$ cat config.mk
export PLATFORM = sky130hd
export DESIGN_NAME = decider
export DESIGN_NICKNAME = d
export VERILOG_FILES = /design/src/rtl/decider.sv
export SDC_FILE = /design/constraint.sdc
export NUM_CORES = 1
export LEC_CHECK = 0
export CORE_UTILIZATION = 47
export CTS_BUF_LIST = sky130_fd_sc_hd__clkbuf_8
export DETAILED_ROUTE_END_ITERATION = 7
export PLACE_DENSITY = 0.94
export SLEW_MARGIN = 0
export SYNTH_ARGS = -nofsm -noshare
export SYNTH_HDL_FRONTEND = slang
export SYNTH_SLANG_ARGS = --single-unit
$ cat constraint.sdc
create_clock -name clock -period 4.25 [get_ports clock]
set_clock_uncertainty 0.05 [all_clocks]
set_input_delay 0.85 -clock clock [delete_from_list [all_inputs] [get_ports clock]]
set_output_delay 0.85 -clock clock [all_outputs]
set_load 0.03 [all_outputs]
$ cat src/rtl/decider.sv
// decider: DPLL branching unit. Scans the variable table from a resume
// index for the first unassigned variable and offers it as a decision.
// A push into the decision stack is emitted when the offer is accepted.
// Reports sat when no unassigned variable remains in [resume_idx, num_vars).
// Optional feature macro: DECIDER_PHASE_SAVE_EN. When it is defined, a saved
// phase vector supplies the decision value. When it is undefined, the
// decision value is always 0.
module decider #(
    parameter int MAX_VARS      = 64,
    parameter int MAX_VARS_BITS = 6
) (
    input  logic                     clock,
    input  logic                     reset,
    input  logic                     start,
    input  logic                     abort,
    input  logic [MAX_VARS_BITS-1:0] resume_idx,
    input  logic [MAX_VARS_BITS:0]   num_vars,
    output logic [MAX_VARS_BITS-1:0] var_rd_addr,
    input  logic                     var_rd_assigned,
    output logic                     dec_valid,
    input  logic                     dec_ready,
    output logic [MAX_VARS_BITS-1:0] dec_idx,
    output logic                     dec_val,
    output logic                     stack_push,
    output logic                     sat,
    output logic                     busy,
    input  logic                     phase_wr_en,
    input  logic [MAX_VARS_BITS-1:0] phase_wr_idx,
    input  logic                     phase_wr_val,
    output logic [2:0]               state_dbg
);

    typedef enum logic [2:0] {
        IDLE  = 3'd0,
        READ  = 3'd1,
        CHECK = 3'd2,
        OFFER = 3'd3,
        SAT   = 3'd4
    } state_t;

    state_t                   state;
    logic [MAX_VARS_BITS-1:0] idx;
    logic [MAX_VARS_BITS:0]   idx_next;
    logic                     phase_bit;

    // The increment is one bit wider than idx, so comparing it with
    // num_vars never wraps, even at idx = MAX_VARS-1.
    assign idx_next = {1'b0, idx} + {{MAX_VARS_BITS{1'b0}}, 1'b1};

`ifdef DECIDER_PHASE_SAVE_EN
    logic [MAX_VARS-1:0] phase;

    // Saved-phase storage. A write in the CHECK cycle is not seen by that
    // CHECK because the read returns the pre-edge value.
    always_ff @(posedge clock) begin
        if (reset) begin
            phase <= '0;
        end else if (phase_wr_en) begin
            phase[phase_wr_idx] <= phase_wr_val;
        end
    end

    assign phase_bit = phase[idx];
`else
    logic phase_unused;
    assign phase_unused = ^{phase_wr_en, phase_wr_idx, phase_wr_val, MAX_VARS[0]};
    assign phase_bit    = 1'b0;
`endif

    // Scan FSM. abort overrides everything. Decision data is latched only
    // in CHECK, so it stays stable for the whole offer.
    always_ff @(posedge clock) begin
        if (reset) begin
            state   <= IDLE;
            idx     <= '0;
            dec_idx <= '0;
            dec_val <= 1'b0;
        end else if (abort) begin
            state <= IDLE;
        end else begin
            case (state)
                IDLE: begin
                    if (start) begin
                        idx   <= resume_idx;
                        state <= ({1'b0, resume_idx} < num_vars) ? READ : SAT;
                    end
                end
                READ: begin
                    state <= CHECK;
                end
                CHECK: begin
                    if (!var_rd_assigned) begin
                        dec_idx <= idx;
                        dec_val <= phase_bit;
                        state   <= OFFER;
                    end else if (idx_next == num_vars) begin
                        state <= SAT;
                    end else begin
                        idx   <= idx_next[MAX_VARS_BITS-1:0];
                        state <= READ;
                    end
                end
                OFFER: begin
                    if (dec_ready) begin
                        state <= IDLE;
                    end
                end
                SAT: begin
                    state <= IDLE;
                end
                default: begin
                    state <= IDLE;
                end
            endcase
        end
    end

    // Handshake: dec_valid stays high with dec_idx/dec_val stable until a
    // cycle with dec_ready=1 (the transfer cycle, which is also the push).
    // Only abort or reset can withdraw an offer. An aborted transfer never
    // pushes.
    assign dec_valid   = (state == OFFER);
    assign stack_push  = dec_valid & dec_ready & ~abort & ~reset;
    assign sat         = (state == SAT);
    assign busy        = (state != IDLE);
    assign var_rd_addr = idx;
    assign state_dbg   = state;

endmodule
==> results.md <==
- H-tree depth: 1
- Sequential Power Share: 43.1%
- Nets: 202
- Post-Synth XOR/XNOR Area: 6.41%
- Setup_tns: 0 ps
- Gate Count Post-Synth: 131
- GR Util All Layers: 25.2%
- Filler cells: between 150 and 200
- Worst Path Required: 3350 ps
- Row count: 17
- Die Y: approximately 50 um
- EDFF count, synth: 0
- HP Class: reg2reg
- Worst vdd ir: 0.247 mV
- Number of global-route vias before repair: 1075
- Die Area: 0.00252 mm^2
- Placer Congestion: 0.972
- Critical-path maximum fanout: 13
- Multiplexer share of the synthesized area: 6.41%
- Final core occ: 68.8%
- Final setup violation count: 0
- Pint: 0.000255 W
- Io pins: 47
- CTS Hold Bufs: 0
- Port Buf Inserts: 37
- Cell Pwr Density: 235 mW/mm^2
- Clk pin slew, worst setup/hold paths: 50 ps
- RSZ-0062 raised after global routing: false
- Die Span X: 50.2 um
- Mapped cell area: 0.00109 mm^2
- Fin Hold WS: 448 ps
- Mean post-synth cell area: 8.35 um^2
- Post-synthesis simple-gate area fraction: around a quarter
- Combinational Power Share: 26.3%
- Crit path kind: in2out
- Synth cell types: 44
- Initial antenna violation count: 0
- Remaining Overflow, GRT: 0
- CTS Buf Count: 3
- Clock power share: 30.6%
- Final Cycle Share: 85.5%
- # DRC: 0
- Syn Nets: 164
- Synth top area cells: dfxtp_1 (27%), ha_1 (6.9%), mux2i_1 (6.4%)
- Post_cts resized: 0
- Main combinational cell family by area after synthesis: simple AND/OR/NAND/NOR gates
- Min Clock Period, post-route: between 3000 and 4000 ps
- Post-route setup slack: 617 ps
- FMAX: 0.275 GHz
- Antenna-violating nets left: 0
- NetSw: 0.000103 W
- Post-synthesis compound-gate area fraction: 21.2%
- Clk_lat worst skew: ~240 ps
- CP Launch Type: primary input
- Seq/Total Area, Yosys: 27.5%
- TritonRoute pass-1 iters: 4
- Syn-to-layout area delta: 39.1%
- Ys Warns: 0
- Total number of vias: approximately 1100
- Top cell type's share of synthesized area: ~27%
- CTS tree: done
- Post-Synth Adder-Cell Area: 6.86%
- CTS sink count: 15
- Dpl hpwl: 2280 um
- Max Cap Viol: 0
- Via/cell ratio: 5.81
- Multi-input gate area: around 740 um^2
- Dpl ws: between 600 and 700 ps
- Yosys top cell by area: dfxtp_1
- FF+latch area: 300 um^2
- Routed WL per cell: 14.8 um
- Starting Density: between 40 and 50%
- Async S/R FF share, synth: 0%
- Setup repair bufs after CTS: 0
- Max-slew violation count: 0
- Final WL: a little under 3000 um
- Most frequent cells after synthesis: dfxtp_1 (15), nor2_1 (15), nand2_1 (10)
- First-pass GRT wire length: 4770 um
- Critical Path End Type: primary output
- Antenna cells: 0
- Lkg Pwr: slightly above 0.6 nW
- Core ar.: 0.00221 mm^2
- Final hold violation count: 0
- Longest Clk Path Bufs: 2
- Share of cells above drive strength 1: ~8.3%
- Starting DRC count in detailed routing: 22
- Largest net degree at the start of global routing: 14
- Register bit total from synthesis: 15
- Status: completed
- CTS root buf: clkbuf_8
- Top_reg_cell synth: dfxtp_1
- Data arrival, critical path: 2730 ps
- Sw Share: 28.8%
[registers in the layout, summed over array words and instances, names as in the netlist]
signal	count
var_rd_addr	6
state_dbg	3
dec_idx	6
[power by group through the flow]
| stage | Clock [W] | Combinational (W) | Sequential (W) |
|---|---|---|---|
| 6_report | 0.000109 | 0.0000942 | 0.000154 |
| 5_1_grt | 0.000122 | 0.000102 | 0.000155 |
| 4_1_cts | 0.000112 | 0.0000936 | 0.000154 |
| 3_5_place_dp | 0 | 0.0000929 | 0.000157 |
| 3_3_place_gp | 0 | 0.0000900 | 0.000157 |
| 2_1_floorplan | 0 | 0.0000470 | 0.000163 |
[metal layers]
layer	up-vias	track usage, %	part of all wire, %
met5	-	0	0
met4	0	5.71	0.48
met3	2	6.67	7.1
met2	60	48.0	54
met1	523	27.0	39
li1	553	-	-
[critical path, cell delays in order]
cell             delay [ps]
clkdlybuf4s50_1         390
buf_4                   180
or3_2                   480
nor2_1                  140
clkdlybuf4s50_1         690
[cell families (layout without fill, tap and decap cells)]
family          Yosys count  after routing
compound gates           30             30
xor+xnor                  8              8
fa+ha+maj                 6              6
buf+inv                  12             49
flops                    15             15
mux                       7              7
other cells               1              1
simple gates             52             52
[worst paths after layout]
check / startpoint / endpoint / slack [ps] / cells past startpoint
min: dec_idx[0] / dec_idx[0] / 450 / 2
min reg2reg: dec_idx[0] / dec_idx[0] / 450 / 2
max: reset / stack_push / 620 / 5
max reg2reg: var_rd_addr[0] / state_dbg[2] / 1690 / 7
[per-stage QoR]
stage	cell area [um^2]	std cells	total power (W)
floorplan	1090	131	0.000210
global placement	1480	192	0.000247
detailed placement	1480	192	0.000250
CTS	1520	196	0.000360
global route	1520	196	0.000379
finish	1520	196	0.000358
[placed cells by master, fill, tap and decap left out, types with 2 or more instances in the layout]
cell              n
xor2_1            4
dfxtp_1          15
nand3_1           7
inv_1             8
xnor2_1           4
clkdlybuf4s50_1  37
nand2b_1          3
o21ai_0           6
a311oi_1          2
mux2i_1           7
o211ai_1          2
a21oi_1           6
o311ai_0          4
nor3_1            2
nand2_1          10
ha_1              6
nor2_1           15
clkbuf_8          3
or2_2             2
[cell type report]
class                   instances  area share, %
repair buffers                 38           24.8
clock inverters                 1          0.247
well taps                      28           2.30
multi-input cells             104           48.4
flip-flops and latches         15           19.7
clock buffers                   3           2.71
inverters                       7           1.73
Note: power is estimated with default switching activity, not from simulation.
